$ cat src/rtl/bus_master_arb_if.sv
// Signal bundle between the two data masters, the arbiter and the bus decode.
// The arbiter takes the slave view; the masters and bus side take the master view.
interface bus_master_arb_if;
  localparam int unsigned DW = 32;

  logic          m0_req;
  logic [DW-1:0] m0_addr;
  logic          m0_rw;
  logic [DW-1:0] m0_wdata;
  logic [DW-1:0] m0_rdata;
  logic          m0_ack;
  logic          m0_wait;

  logic          m1_req;
  logic [DW-1:0] m1_addr;
  logic          m1_rw;
  logic [DW-1:0] m1_wdata;
  logic [DW-1:0] m1_rdata;
  logic          m1_ack;
  logic          m1_wait;

  logic [DW-1:0] bus_addr;
  logic          bus_rw;
  logic [DW-1:0] bus_wdata;
  logic [DW-1:0] bus_rdata;
  logic          bus_stall;

  modport slave (
    input  m0_req, m0_addr, m0_rw, m0_wdata,
    output m0_rdata, m0_ack, m0_wait,
    input  m1_req, m1_addr, m1_rw, m1_wdata,
    output m1_rdata, m1_ack, m1_wait,
    output bus_addr, bus_rw, bus_wdata,
    input  bus_rdata, bus_stall
  );

  modport master (
    output m0_req, m0_addr, m0_rw, m0_wdata,
    input  m0_rdata, m0_ack, m0_wait,
    output m1_req, m1_addr, m1_rw, m1_wdata,
    input  m1_rdata, m1_ack, m1_wait,
    input  bus_addr, bus_rw, bus_wdata,
    output bus_rdata, bus_stall
  );
endinterface

$ cat src/rtl/bus_master_arb.sv
// Two-master data-bus arbiter: master 0 fixed priority, zero-cycle grant, lock across stalls.
// Define ARB_STARVE_GUARD_EN to build the master-1 starvation guard (STARVE_LIMIT).
module bus_master_arb #(
  parameter int unsigned STARVE_LIMIT = 4
) (
  input logic              clk,
  input logic              rst,
  bus_master_arb_if.slave  arb
);
  localparam int unsigned DW = 32;
  localparam int unsigned CW = 8;

  typedef enum logic [1:0] {
    FREE    = 2'd0,
    LOCK_M0 = 2'd1,
    LOCK_M1 = 2'd2
  } state_t;

  state_t state_q, state_d;
  logic   force_m1;
  logic   sel_m0, sel_m1;
  logic   act_m0, act_m1;
  logic   done_m0, done_m1;

`ifdef ARB_STARVE_GUARD_EN
  localparam logic [CW-1:0] LIMIT = CW'(STARVE_LIMIT);
  logic [CW-1:0] starve_cnt;

  // Counts master-0 completions lost by a requesting master 1, saturating at the limit.
  always_ff @(posedge clk or posedge rst) begin
    if (rst) begin
      starve_cnt <= '0;
    end else if (!arb.m1_req || done_m1) begin
      starve_cnt <= '0;
    end else if (done_m0 && (starve_cnt < LIMIT)) begin
      starve_cnt <= starve_cnt + CW'(1);
    end
  end

  assign force_m1 = arb.m1_req && (starve_cnt == LIMIT);
`else
  localparam int unsigned unused_starve_limit = STARVE_LIMIT;
  assign force_m1 = 1'b0;
`endif

  always_ff @(posedge clk or posedge rst) begin
    if (rst) state_q <= FREE;
    else     state_q <= state_d;
  end

  // Owner selection and lock sequencing; a dropped request while locked abandons the lock.
  always_comb begin
    state_d = state_q;
    sel_m0  = 1'b0;
    sel_m1  = 1'b0;

    unique case (state_q)
      LOCK_M0: sel_m0 = 1'b1;
      LOCK_M1: sel_m1 = 1'b1;
      default: begin
        sel_m1 = force_m1 || (!arb.m0_req && arb.m1_req);
        sel_m0 = !force_m1 && arb.m0_req;
      end
    endcase

    act_m0  = sel_m0 && arb.m0_req;
    act_m1  = sel_m1 && arb.m1_req;
    done_m0 = act_m0 && !arb.bus_stall;
    done_m1 = act_m1 && !arb.bus_stall;

    unique case (state_q)
      LOCK_M0: if (!arb.m0_req || !arb.bus_stall) state_d = FREE;
      LOCK_M1: if (!arb.m1_req || !arb.bus_stall) state_d = FREE;
      default: begin
        if (act_m0 && arb.bus_stall)      state_d = LOCK_M0;
        else if (act_m1 && arb.bus_stall) state_d = LOCK_M1;
        else                              state_d = FREE;
      end
    endcase
  end

  assign arb.bus_addr  = act_m0 ? arb.m0_addr  : act_m1 ? arb.m1_addr  : '0;
  assign arb.bus_rw    = act_m0 ? arb.m0_rw    : act_m1 ? arb.m1_rw    : 1'b0;
  assign arb.bus_wdata = act_m0 ? arb.m0_wdata : act_m1 ? arb.m1_wdata : '0;

  assign arb.m0_rdata = act_m0 ? arb.bus_rdata : DW'(0);
  assign arb.m1_rdata = act_m1 ? arb.bus_rdata : DW'(0);
  assign arb.m0_ack   = done_m0;
  assign arb.m1_ack   = done_m1;
  assign arb.m0_wait  = arb.m0_req && !done_m0;
  assign arb.m1_wait  = arb.m1_req && !done_m1;
endmodule

$ cat src/flat_wrapper.sv
// flat-port wrapper written by rule: the top's interface ports become plain ports
module bus_master_arb_flat 
#(
  parameter int unsigned STARVE_LIMIT = 4
)
  (clk, rst, arb_m0_req, arb_m0_addr, arb_m0_rw, arb_m0_wdata, arb_m0_rdata, arb_m0_ack, arb_m0_wait, arb_m1_req, arb_m1_addr, arb_m1_rw, arb_m1_wdata, arb_m1_rdata, arb_m1_ack, arb_m1_wait, arb_bus_addr, arb_bus_rw, arb_bus_wdata, arb_bus_rdata, arb_bus_stall);
  bus_master_arb_if arb_i ();
  input logic clk;
  input logic rst;
  input wire logic [$bits(arb_i.m0_req)-1:0] arb_m0_req;
  input wire logic [$bits(arb_i.m0_addr)-1:0] arb_m0_addr;
  input wire logic [$bits(arb_i.m0_rw)-1:0] arb_m0_rw;
  input wire logic [$bits(arb_i.m0_wdata)-1:0] arb_m0_wdata;
  output wire logic [$bits(arb_i.m0_rdata)-1:0] arb_m0_rdata;
  output wire logic [$bits(arb_i.m0_ack)-1:0] arb_m0_ack;
  output wire logic [$bits(arb_i.m0_wait)-1:0] arb_m0_wait;
  input wire logic [$bits(arb_i.m1_req)-1:0] arb_m1_req;
  input wire logic [$bits(arb_i.m1_addr)-1:0] arb_m1_addr;
  input wire logic [$bits(arb_i.m1_rw)-1:0] arb_m1_rw;
  input wire logic [$bits(arb_i.m1_wdata)-1:0] arb_m1_wdata;
  output wire logic [$bits(arb_i.m1_rdata)-1:0] arb_m1_rdata;
  output wire logic [$bits(arb_i.m1_ack)-1:0] arb_m1_ack;
  output wire logic [$bits(arb_i.m1_wait)-1:0] arb_m1_wait;
  output wire logic [$bits(arb_i.bus_addr)-1:0] arb_bus_addr;
  output wire logic [$bits(arb_i.bus_rw)-1:0] arb_bus_rw;
  output wire logic [$bits(arb_i.bus_wdata)-1:0] arb_bus_wdata;
  input wire logic [$bits(arb_i.bus_rdata)-1:0] arb_bus_rdata;
  input wire logic [$bits(arb_i.bus_stall)-1:0] arb_bus_stall;
  assign arb_i.m0_req = arb_m0_req;
  assign arb_i.m0_addr = arb_m0_addr;
  assign arb_i.m0_rw = arb_m0_rw;
  assign arb_i.m0_wdata = arb_m0_wdata;
  assign arb_m0_rdata = arb_i.m0_rdata;
  assign arb_m0_ack = arb_i.m0_ack;
  assign arb_m0_wait = arb_i.m0_wait;
  assign arb_i.m1_req = arb_m1_req;
  assign arb_i.m1_addr = arb_m1_addr;
  assign arb_i.m1_rw = arb_m1_rw;
  assign arb_i.m1_wdata = arb_m1_wdata;
  assign arb_m1_rdata = arb_i.m1_rdata;
  assign arb_m1_ack = arb_i.m1_ack;
  assign arb_m1_wait = arb_i.m1_wait;
  assign arb_bus_addr = arb_i.bus_addr;
  assign arb_bus_rw = arb_i.bus_rw;
  assign arb_bus_wdata = arb_i.bus_wdata;
  assign arb_i.bus_rdata = arb_bus_rdata;
  assign arb_i.bus_stall = arb_bus_stall;
  bus_master_arb #(.STARVE_LIMIT(STARVE_LIMIT)) u_core (.clk(clk), .rst(rst), .arb(arb_i));
endmodule
$ cat config.mk
export PLATFORM = sky130hd
export DESIGN_NAME = bus_master_arb_flat
export DESIGN_NICKNAME = d
export VERILOG_FILES = /design/src/rtl/bus_master_arb_if.sv /design/src/rtl/bus_master_arb.sv /design/src/flat_wrapper.sv
export SDC_FILE = /design/constraint.sdc
export NUM_CORES = 1
export LEC_CHECK = 0
export BUFFER_PORTS_ARGS = -buffer_cell sky130_fd_sc_hd__buf_2
export CORE_AREA = 2 2 117 119
export CTS_BUF_LIST = sky130_fd_sc_hd__clkbuf_4 sky130_fd_sc_hd__clkbuf_8
export DETAILED_ROUTE_END_ITERATION = 8
export DIE_AREA = 0 0 119 121
export GPL_TIMING_DRIVEN = 0
export PLACE_DENSITY_LB_ADDON = 0.2
export SETUP_SLACK_MARGIN = 0.5
export SYNTH_ARGS = -nofsm -noshare
export SYNTH_HDL_FRONTEND = slang
export SYNTH_SLANG_ARGS = --single-unit
$ cat constraint.sdc
create_clock -name clk -period 2.1 [get_ports clk]
set_input_delay 0.42 -clock clk [delete_from_list [all_inputs] [get_ports clk]]
set_output_delay 0.42 -clock clk [all_outputs]
set_load 0.01 [all_outputs]
==> results of run 1 <==
per-layer routing:
| layer | track usage, % | up-vias | wire length, µm | part of all wire, % |
|---|---|---|---|---|
| li1 | - | 1892 | - | - |
| met1 | 18.8 | 1802 | 5230 | 37 |
| met2 | 33.2 | 205 | 7500 | 54 |
| met3 | 4.51 | 19 | 1050 | 7.5 |
| met4 | 3.50 | 0 | 216 | 1.5 |
| met5 | 0 | - | 0 | 0 |
worst paths after layout:
kind,cells after the start,from,to
max,8,u_core.state_q[1],arb_bus_wdata[1]
min in group clk,3,arb_m1_req,u_core.state_q[1]
max reg2reg,6,u_core.state_q[1],u_core.state_q[0]
min,2,rst,u_core.state_q[1]
max in group asynchronous,2,rst,u_core.state_q[0]
min reg2reg,2,u_core.state_q[1],u_core.state_q[1]
report_power, final:
| group | switching [mW] | leakage, nW | total, mW | internal (mW) |
|---|---|---|---|---|
| clock network | 0.0399 | 0.0216 | 0.162 | 0.122 |
| logic | 1.14 | 3.06 | 2.34 | 1.21 |
| registers | 0.00226 | 0.0268 | 0.0440 | 0.0418 |
| total | 1.18 | 3.10 | 2.55 | 1.37 |
cell usage in the layout (no fill, tap or decap), drive strengths merged:
cell | netlist | final
dfrtp | 2 | 2
nor2 | 1 | 1
o21a | 2 | 2
nand4b | 1 | 1
nor3b | 32 | 32
nor3 | 1 | 1
nand3 | 1 | 1
mux2i | 2 | 2
o31ai | 65 | 65
inv | 68 | 68
clkbuf | 29 | 38
o21ai | 2 | 2
nand2 | 2 | 2
buf | 20 | 353
ha | 2 | 2
and2 | 33 | 33
o31a | 1 | 1
o211ai | 65 | 65
a22oi | 1 | 1
cell families (layout without fill, tap and decap cells):
family	Yosys count	after routing	synth area share (%)
compound gates	136	136	52.1
buf+inv	117	459	22.2
simple gates	71	71	21.4
fa+ha+maj	2	2	1.12
mux	2	2	0.898
flops	2	2	2.25
metrics by stage:
| stage | area (µm²) | setup WS [ps] |
|---|---|---|
| 2_1_floorplan | 2980 | 36.4 |
| 3_3_place_gp | 4680 | -604 |
| 3_5_place_dp | 4680 | -641 |
| 4_1_cts | 5680 | -401 |
| 5_1_grt | 6320 | -485 |
| 6_report | 6320 | -423 |
cell type report:
cell class	instances	area share (%)
Inverter	68	4.04
Buffer	49	10.1
Tap cell	176	3.49
Multi-Input combinational cell	211	44.4
Sequential cell	2	0.792
Timing Repair Buffer	339	36.5
Clock buffer	3	0.653
worst register-to-register path, cell delays in order, from the launching register on:
cell and delay, ps:
sky130_fd_sc_hd__dfrtp_1 390, sky130_fd_sc_hd__ha_1 310, sky130_fd_sc_hd__buf_6 120, sky130_fd_sc_hd__buf_2 290
sky130_fd_sc_hd__buf_4 240, sky130_fd_sc_hd__nand3_1 90, sky130_fd_sc_hd__mux2i_1 150
repair_timing:
item | CTS | global route
hold buffers | 0 | 0
pin swaps | 50 | 78
cloned | 11 | 7
setup endpoints to repair | 134 | 134
resized for setup | 116 | 91
buffers inserted | 20 | 4
==> impl_results.md, run 1 <==
- Number of endpoints failing setup at the final stage: 133
- Worst-Margin Slew: 611 ps
- Worst hold slack: 42.9 ps
- Fill count: 1258
- DRT Pass-1 Iters: 4
- Post-route antenna net violation count: 0
- Core ar.: 13100 µm²
- Io pins: 300
- Min cycle time layout: 2520 ps
- Static Leakage: 3.10 nW
- Cell types with the largest area share after synthesis: sky130_fd_sc_hd__o211ai_1 22%, sky130_fd_sc_hd__o31ai_2 16%, sky130_fd_sc_hd__o31ai_1 12%
- Area growth, synth to finish: 184%
- H-tree depth: 1
- Clock edge transition at the registers on the reported setup and hold paths: 30 ps
- Overall Power: 2.55 mW
- CP Buf/Inv Count: 5
- Number of rows in the core area: 42
- Average via count per standard cell: 4.62
- Post-synthesis cell type with the largest combined area: sky130_fd_sc_hd__o211ai_1
- CTS tree: built
- Slowest stage cell on the critical path: sky130_fd_sc_hd__dfrtp_1
- Total routing usage reported by global routing: 17.2%
- Netlist cell types: 22
- Async SR Flop Fraction: 100%
- Final routed wirelength across all metal layers: 14000 µm
- Critical path data arrival time: 2100 ps
- Final clock skew: 0.852 ps
- Post-synthesis net count: 499
- Average wire per standard cell: 16.5 µm
- Clk Latency, worst-skew pair: 220 ps
- Vertical die dimension: 121 µm
- Count of antenna diodes in the layout: 0
- Count of final max-slew check failures: 0
- DIE AREA: 14400 µm²
- Category of the most critical setup path: reg2out
- Detailed router's first-iteration violation count: 68
- Gate count of the mapped netlist: 330
- Vias post-DR: 3918
- # DRC: 0
- Number of buffers created by CTS: 3
- Setup TNS after final layout: -44720 ps
- Area of combinational cells with multiple inputs: 2810 µm²
- Largest registers ranked by flip-flop count: u_core.state_q (2)
- Maximum ir drop on the vdd rail: 0.175 mV
- Hpwl dp: 9930 µm
- Final #Nets: 843
- Violated checks: setup timing
- Maximum clock path buffer count: 2
- Portion of the clock cycle consumed by the worst path in the final layout: 120%
- EDFF count, synth: 0
- CTS sink cnt: 2
- Register ranked first by flip-flop count: u_core.state_q
- Vias in the first global route: 4039
- Critical path launch point type: flip-flop
- Pin count of the biggest net entering global routing: 11
- Power density over cell area: 404 nW/µm²
- FMAX: 396 MHz
- Leading cell types by count after synthesis: 68 x sky130_fd_sc_hd__inv_1, 65 x sky130_fd_sc_hd__o211ai_1, 37 x sky130_fd_sc_hd__o31ai_1
- Avg Cell Area, Syn: 6.75 µm²
- Max Cap Viol: 0
- Nature of the critical path endpoint: primary output
- Seq cells post-synth: 2
- Most common cell type on the critical path: sky130_fd_sc_hd__buf_6
- Final Hold Vio Count: 0
- Sequential element share of the synthesized area: 2.25%
- Clock root buffer: sky130_fd_sc_hd__clkbuf_8
- Slew headroom: 59.3%
- Outcome: finished, violations left
- Storage element area: 50.0 µm²
- Count of buffers from port buffering: 297
- Floorplan die width: 119 µm
- Routability congestion estimate: 0.791
- Antenna violations before repair: 0
- Reg-to-reg setup timing slack: 410 ps
- Share of the synthesized area in the top cell type: 21.9%
- Number of flip-flops under the largest register name: 2
- Post-route non-filler standard cell count: 848
- RSZ-0062 raised after global routing: yes
- Synth Flop Type: sky130_fd_sc_hd__dfrtp_1
- Initial Utilization: 17.0%
- Warnings, synthesis: 0
- Required time of the worst setup path: 1680 ps
- Synthesized area: 2230 µm²
- PnR worst setup slack: -423 ps
- Share of cells above drive strength 1: 76.9%
- Global route total overflow: 0
- Top-count cell post-synth: sky130_fd_sc_hd__inv_1
- Ordered list of cells on the worst path: ha_1 -> buf_6 -> o21a_1 -> buf_6 -> buf_12 -> buf_6 -> o31ai_4 -> buf_2
- Hold WC Path Type: in2async
- Global-route wire length before repair: 20100 µm
- Placed Cells incl. Taps: 803
- Top Family by Delay on Critical Path: buffers and inverters
- Post-layout utilization of the core: 48.3%
- Biggest fanout along the worst timing path: 7
- Slowest stage delay, CP: 390 ps
(Power assumes the default switching activity.)
==> inputs of run 2 (changes only) <==
GPL_TIMING_DRIVEN = not set   (was 0)
HOLD_SLACK_MARGIN = 0.08   (was not set)
SETUP_SLACK_MARGIN = 0.2   (was 0.5)
==> run 2 against run 1 <==
The flow still finishes with violations (setup timing). Power down 17%. Cell area down 14%. Sequential cell count unchanged. Non-clock buffer count down 45. Sequential share of layout area up 0.12 points. Clock skew up 2.4 ps. Critical path depth down 1. Core utilization down 6.6 points. Critical path type unchanged. Critical endpoint is now arb_m1_rdata[30].
==> impl_results.md, run 2 (synthesis results as in run 1) <==
- Final routed wirelength across all metal layers: 13000 µm (was 14000 µm)
- Total routing usage reported by global routing: 15.2% (was 17.2%)
- Detailed router's first-iteration violation count: 138 (was 68)
- Pre-CTS setup slack: -0.516 ps (was -641 ps)
- CTS sink cnt: 2 (unchanged)
- Clk Latency, worst-skew pair: 210 ps (was 220 ps)
- Portion of the clock cycle consumed by the worst path in the final layout: 105% (was 120%)
- Hpwl dp: 9250 µm (was 9930 µm)
- Setup TNS after final layout: -8350 ps (was -44720 ps)
- Min cycle time layout: 2210 ps (was 2520 ps)
- Placed Cells incl. Taps: 780 (was 803)
- Floorplan die width: 119 µm (unchanged)
- Share of cells above drive strength 1: 72.6% (was 76.9%)
- Nature of the critical path endpoint: primary output (unchanged)
- Storage element area: 50.0 µm² (unchanged)
- DRT Pass-1 Iters: 4 (unchanged)
- Post-route antenna net violation count: 0 (unchanged)
- Largest registers ranked by flip-flop count: u_core.state_q (2) (unchanged)
- Required time of the worst setup path: 1680 ps (about the same)
- Io pins: 300 (unchanged)
- Count of final max-slew check failures: 0 (unchanged)
- Final clock skew: 3.25 ps (was 0.852 ps)
- Ordered list of cells on the worst path: ha_4 -> o21ai_4 -> buf_6 -> buf_16 -> buf_8 -> nor3b_2 -> buf_2 (was ha_1 -> buf_6 -> o21a_1 -> buf_6 -> buf_12 -> buf_6 -> o31ai_4 -> buf_2)
- H-tree depth: 1 (unchanged)
- Slew headroom: 64.6% (was 59.3%)
- Number of rows in the core area: 42 (unchanged)
- Maximum clock path buffer count: 2 (unchanged)
- Static Leakage: 2.74 nW (was 3.10 nW)
- Critical path data arrival time: 1790 ps (was 2100 ps)
- Critical path launch point type: flip-flop (unchanged)
- Number of flip-flops under the largest register name: 2 (unchanged)
- Number of endpoints failing setup at the final stage: 117 (was 133)
- Violated checks: setup timing (unchanged)
- Area growth, synth to finish: 145% (was 184%)
- Count of buffers from port buffering: 299 (was 297)
- Clock root buffer: sky130_fd_sc_hd__clkbuf_8 (unchanged)
- Max Cap Viol: 0 (unchanged)
- Global-route wire length before repair: 17900 µm (was 20100 µm)
- Slowest stage cell on the critical path: sky130_fd_sc_hd__dfrtp_1 (unchanged)
- Fill count: 1339 (was 1258)
- DIE AREA: 14400 µm² (unchanged)
- Area of combinational cells with multiple inputs: 2540 µm² (was 2810 µm²)
- Post-route non-filler standard cell count: 805 (was 848)
- Most common library cell in the layout ignoring fill and taps: sky130_fd_sc_hd__buf_2 (unchanged)
- Pin count of the biggest net entering global routing: 51 (was 11)
- Biggest fanout along the worst timing path: 6 (was 7)
- Average wire per standard cell: 16.1 µm (was 16.5 µm)
- Vias post-DR: 3760 (was 3918)
- # DRC: 0 (unchanged)
- Final #Nets: 799 (was 843)
- Vertical die dimension: 121 µm (unchanged)
- Category of the most critical setup path: reg2out (unchanged)
- Commonest cells after routing, fill and taps aside: 286 x sky130_fd_sc_hd__buf_2, 67 x sky130_fd_sc_hd__inv_1, 65 x sky130_fd_sc_hd__o211ai_1 (was 283 x sky130_fd_sc_hd__buf_2, 68 x sky130_fd_sc_hd__inv_1, 65 x sky130_fd_sc_hd__o211ai_1)
- CTS tree: built (unchanged)
- Average via count per standard cell: 4.67 (was 4.62)
- Top Family by Delay on Critical Path: buffers and inverters (unchanged)
- Initial Utilization: 17.0% (unchanged)
- Antenna violations before repair: 1 (was 0)
- Slowest stage delay, CP: 410 ps (was 390 ps)
- Clock edge transition at the registers on the reported setup and hold paths: 30 ps (about the same)
- Hold WC Path Type: in2reg (was in2async)
- RSZ-0062 raised after global routing: yes (unchanged)
- PnR worst setup slack: -109 ps (was -423 ps)
- Vias in the first global route: 3637 (was 4039)
- CP Buf/Inv Count: 4 (was 5)
- Global route total overflow: 0 (unchanged)
- Core ar.: 13100 µm² (unchanged)
- Power density over cell area: 389 nW/µm² (was 404 nW/µm²)
- Routability congestion estimate: 0.753 (was 0.791)
- Register ranked first by flip-flop count: u_core.state_q (unchanged)
- FMAX: 453 MHz (was 396 MHz)
- Maximum ir drop on the vdd rail: 0.151 mV (was 0.175 mV)
- Number of buffers created by CTS: 3 (unchanged)
- Final Hold Vio Count: 0 (unchanged)
- Outcome: finished, violations left (unchanged)
- Worst-Margin Slew: 531 ps (was 611 ps)
==> run 2: changes by cell type in the layout (fill, tap and decap cells not counted), sizes merged <==
cell,change
clkbuf,-27
buf,-19
diode,+1
dlygate4sd3,+1
o21a,+1
==> run 2: layout make-up <==
class | count | share of cell area (%)
clock buffer | 3 | 0.756
timing repair buffer | 343 | 43.0
multi-input combinational | 212 | 46.6
inverter | 68 | 4.67
tap | 176 | 4.03
antenna | 1 | 0.0458
sequential | 2 | 0.917
==> run 2: what timing repair did <==
item,4_1_cts,5_1_grt
endpoints found under the setup margin,133,133
cloned,5,11
buffers inserted,4,0
hold buffers,1,0
resized for setup,35,56
pin swaps,8,27
endpoints found under the hold margin,2,0
==> run 2: worst register-to-register path, cell delays in order (launching register included) <==
cell and delay (ps):
sky130_fd_sc_hd__dfrtp_1 380, sky130_fd_sc_hd__buf_6 130, sky130_fd_sc_hd__ha_4 170, sky130_fd_sc_hd__buf_6 190, sky130_fd_sc_hd__a22oi_1 310, sky130_fd_sc_hd__mux2i_1 240
==> run 2: stage by stage <==
stage,util (%),power (mW),hold WS (ps),cell area (µm²)
after global placement,35.0,1.58,274,4580
final,41.7,2.12,588,5460
after global routing,41.7,2.26,600,5460
after CTS,37.8,1.91,569,4950
after detailed placement,35.0,1.59,278,4580
after floorplan,-,1.01,161,2850
==> run 2: layer usage <==
layer	part of all wire, %	global-route usage, %	up-vias
li1	-	-	1805
met1	39	16.6	1764
met2	53	29.9	181
met3	7.0	3.15	10
met4	1.0	3.35	0
met5	0	0	-
==> run 2: final timing paths <==
path                              startpoint                end  slack (ps)  cells past startpoint
max                        u_core.state_q[1]   arb_m1_rdata[30]        -110                      7
min                               arb_m1_req  u_core.state_q[1]         590                      3
max reg2reg                u_core.state_q[0]  u_core.state_q[1]         580                      5
min reg2reg                u_core.state_q[1]  u_core.state_q[1]         600                      2
max in group asynchronous                rst  u_core.state_q[0]        1360                      3
min in group asynchronous                rst  u_core.state_q[1]         630                      3
==> run 2: report_power, final <==
group	switching, mW	internal (mW)	leakage, nW
registers	0.00281	0.0418	0.0268
logic	0.999	0.929	2.69
clock network	0.0304	0.121	0.0216
==> inputs of run 3 (changes only) <==
CELL_PAD_IN_SITES_DETAIL_PLACEMENT = 1   (was not set)
CELL_PAD_IN_SITES_GLOBAL_PLACEMENT = 1   (was not set)
CORE_AREA = 2 2 115 117   (was 2 2 117 119)
DIE_AREA = 0 0 117 119   (was 0 0 119 121)
==> run 3 against run 2 <==
The flow still finishes with violations (setup timing). Setup slack got worse by 70 ps. Clock-buffer cell count did not move. Register-to-register slack got worse by 90 ps. Clock skew fell by 3.0 ps. Largest cell class unchanged. Largest power group unchanged.
==> impl_results.md, run 3 (synthesis results as in run 1) <==
- Final clock skew: 0.251 ps (was 3.25 ps)
- Outcome: finished, violations left (unchanged)
- Post-route antenna net violation count: 0 (unchanged)
- Floorplan die width: 117 µm (was 119 µm)
- Final Hold Vio Count: 0 (unchanged)
- Category of the most critical setup path: reg2out (unchanged)
- Combinational Power Share: 91.1% (was 90.8%)
- Cell internal pwr: 1.18 mW (was 1.09 mW)
- Largest registers ranked by flip-flop count: u_core.state_q (2) (unchanged)
- Placed Cells incl. Taps: 781 (was 780)
- Routability congestion estimate: 0.771 (was 0.753)
- Post-layout utilization of the core: 44.0% (was 41.7%)
- Number of flip-flops under the largest register name: 2 (unchanged)
- Share of cells above drive strength 1: 73.6% (was 72.6%)
- Initial Utilization: 17.3% (was 17.0%)
- Register ranked first by flip-flop count: u_core.state_q (unchanged)
- Count of antenna diodes in the layout: 0 (was 1)
- Antenna violations before repair: 0 (was 1)
- Switching fraction of total power: 48.3% (was 48.6%)
- Critical path data arrival time: 1860 ps (was 1790 ps)
- CTS sink cnt: 2 (unchanged)
- DIE AREA: 13900 µm² (was 14400 µm²)
- DRT Pass-1 Iters: 4 (unchanged)
- Core ar.: 12900 µm² (was 13100 µm²)
- Clock edge transition at the registers on the reported setup and hold paths: 30 ps (about the same)
- Portion of the clock cycle consumed by the worst path in the final layout: 108% (was 105%)
- Worst hold slack: 570 ps (was 588 ps)
- Detailed router's first-iteration violation count: 112 (was 138)
- Relative contribution of sequential cells to total power: 2.0% (was 2.1%)
- H-tree depth: 1 (unchanged)
- Slew headroom: 72.3% (was 64.6%)
- Required time of the worst setup path: 1680 ps (about the same)
- # DRC: 0 (unchanged)
- Min cycle time layout: 2280 ps (was 2210 ps)
- Area growth, synth to finish: 154% (was 145%)
- Placed standard-cell area: 4590 µm² (was 4580 µm²)
- Nature of the critical path endpoint: primary output (unchanged)
- Power density over cell area: 401 nW/µm² (was 389 nW/µm²)
- Average via count per standard cell: 4.74 (was 4.67)
- Commonest cells after routing, fill and taps aside: 286 x sky130_fd_sc_hd__buf_2, 67 x sky130_fd_sc_hd__inv_1, 65 x sky130_fd_sc_hd__o211ai_1 (unchanged)
- Vertical die dimension: 119 µm (was 121 µm)
- Count of final max-slew check failures: 0 (unchanged)
- Final instance area: 5670 µm² (was 5460 µm²)
- RSZ-0062 raised after global routing: yes (unchanged)
- Maximum ir drop on the vdd rail: 0.164 mV (was 0.151 mV)
- Pre-CTS setup slack: -88.2 ps (was -0.516 ps)
- Global-route wire length before repair: 20500 µm (was 17900 µm)
- Total routing usage reported by global routing: 18.4% (was 15.2%)
- Max Cap Viol: 0 (unchanged)
- CTS tree: built (unchanged)
- Part of the power in the clock network: 6.9% (was 7.1%)
- Io pins: 300 (unchanged)
- R2R cell count: 6 (was 5)
- Final #Nets: 807 (was 799)
- Violated checks: setup timing (unchanged)
- Number of rows in the core area: 42 (unchanged)
- Final routed wirelength across all metal layers: 15000 µm (was 13000 µm)
- Count of buffers from port buffering: 299 (unchanged)
- PnR worst setup slack: -178 ps (was -109 ps)
- Vias in the first global route: 3950 (was 3637)
- Clock root buffer: sky130_fd_sc_hd__clkbuf_8 (unchanged)
- Clk Latency, worst-skew pair: 220 ps (was 210 ps)
- Pin count of the biggest net entering global routing: 40 (was 51)
- Reg-to-reg setup timing slack: 490 ps (was 580 ps)
- Post-route non-filler standard cell count: 812 (was 805)
- Fill count: 1572 (was 1339)
- Hold WC Path Type: in2reg (unchanged)
- Most common library cell in the layout ignoring fill and taps: sky130_fd_sc_hd__buf_2 (unchanged)
- Number of endpoints failing setup at the final stage: 128 (was 117)
- Worst-Margin Slew: 416 ps (was 531 ps)
- Vias post-DR: 3850 (was 3760)
- Hpwl dp: 10300 µm (was 9250 µm)
- Global route total overflow: 0 (unchanged)
- Number of buffers created by CTS: 3 (unchanged)
- Biggest fanout along the worst timing path: 10 (was 6)
- FMAX: 439 MHz (was 453 MHz)
- Critical path launch point type: flip-flop (unchanged)
- Reported net switching power: 1.10 mW (was 1.03 mW)
- Average wire per standard cell: 18.5 µm (was 16.1 µm)
- Maximum clock path buffer count: 2 (unchanged)
- Depth of the worst hold-timing path: 3 (unchanged)
- Static Leakage: 2.83 nW (was 2.74 nW)
==> run 3: changes by cell type in the layout (fill, tap and decap cells not counted), sizes merged <==
cell    previous run  this run
buf              334       341
diode              1         0
o21a               3         2
clkbuf            11        13
==> run 3: critical path, cell delays in order, from the launching register on <==
cell and delay (ps):
sky130_fd_sc_hd__dfrtp_1 380, sky130_fd_sc_hd__inv_2 80, sky130_fd_sc_hd__ha_4 220, sky130_fd_sc_hd__o21a_4 220, sky130_fd_sc_hd__buf_12 160, sky130_fd_sc_hd__clkbuf_16 190, sky130_fd_sc_hd__o31ai_2 220, sky130_fd_sc_hd__buf_2 170
==> run 3: final timing paths <==
| kind | endpoint | from |
|---|---|---|
| hold / removal | u_core.state_q[0] | arb_bus_stall |
| hold reg to reg | u_core.state_q[0] | u_core.state_q[0] |
| setup reg to reg | u_core.state_q[1] | u_core.state_q[0] |
| max in group asynchronous | u_core.state_q[1] | rst |
| min in group asynchronous | u_core.state_q[0] | rst |
| setup / recovery | arb_bus_wdata[20] | u_core.state_q[0] |
==> run 3: cell type report <==
type                            instances  area [µm²]  area share, %
Clock buffer                            3        41.3          0.728
Inverter                               68         255           4.50
Multi-Input combinational cell        211        2590           45.7
Sequential cell                         2        50.0          0.883
Tap cell                              176         220           3.88
Timing Repair Buffer                  352        2510           44.3
==> run 3: metal layers <==
metal  up-vias  GRT usage, %  part of all wire [%]
met5         -             0                     0
met4         0          4.71                   1.8
met3        20          4.27                   8.0
met2       175          36.8                    55
met1      1839          18.6                    35
li1       1816             -                     -
==> run 3: timing repair <==
action                     CTS  global route
setup endpoints to repair  133           133
gates cloned                 4            12
resized for setup           53            55
hold endpoints to repair     2             0
pin swaps                   13            13
hold buffers                 1             0
buffers inserted             9             2
==> run 3: through the flow <==
stage / total power [mW] / setup TNS (ps)
2_1_floorplan: 1.01 / 0
3_3_place_gp: 1.59 / -45.2
3_5_place_dp: 1.62 / -1860
4_1_cts: 2.01 / -15960
5_1_grt: 2.43 / -24840
6_report: 2.28 / -17440
==> run 3: power groups by stage <==
| stage | logic (mW) | registers (mW) | clock network [mW] |
|---|---|---|---|
| 2_1_floorplan | 0.966 | 0.0440 | 0 |
| 3_3_place_gp | 1.55 | 0.0440 | 0 |
| 3_5_place_dp | 1.58 | 0.0440 | 0 |
| 4_1_cts | 1.80 | 0.0443 | 0.163 |
| 5_1_grt | 2.22 | 0.0450 | 0.166 |
| 6_report | 2.07 | 0.0446 | 0.157 |
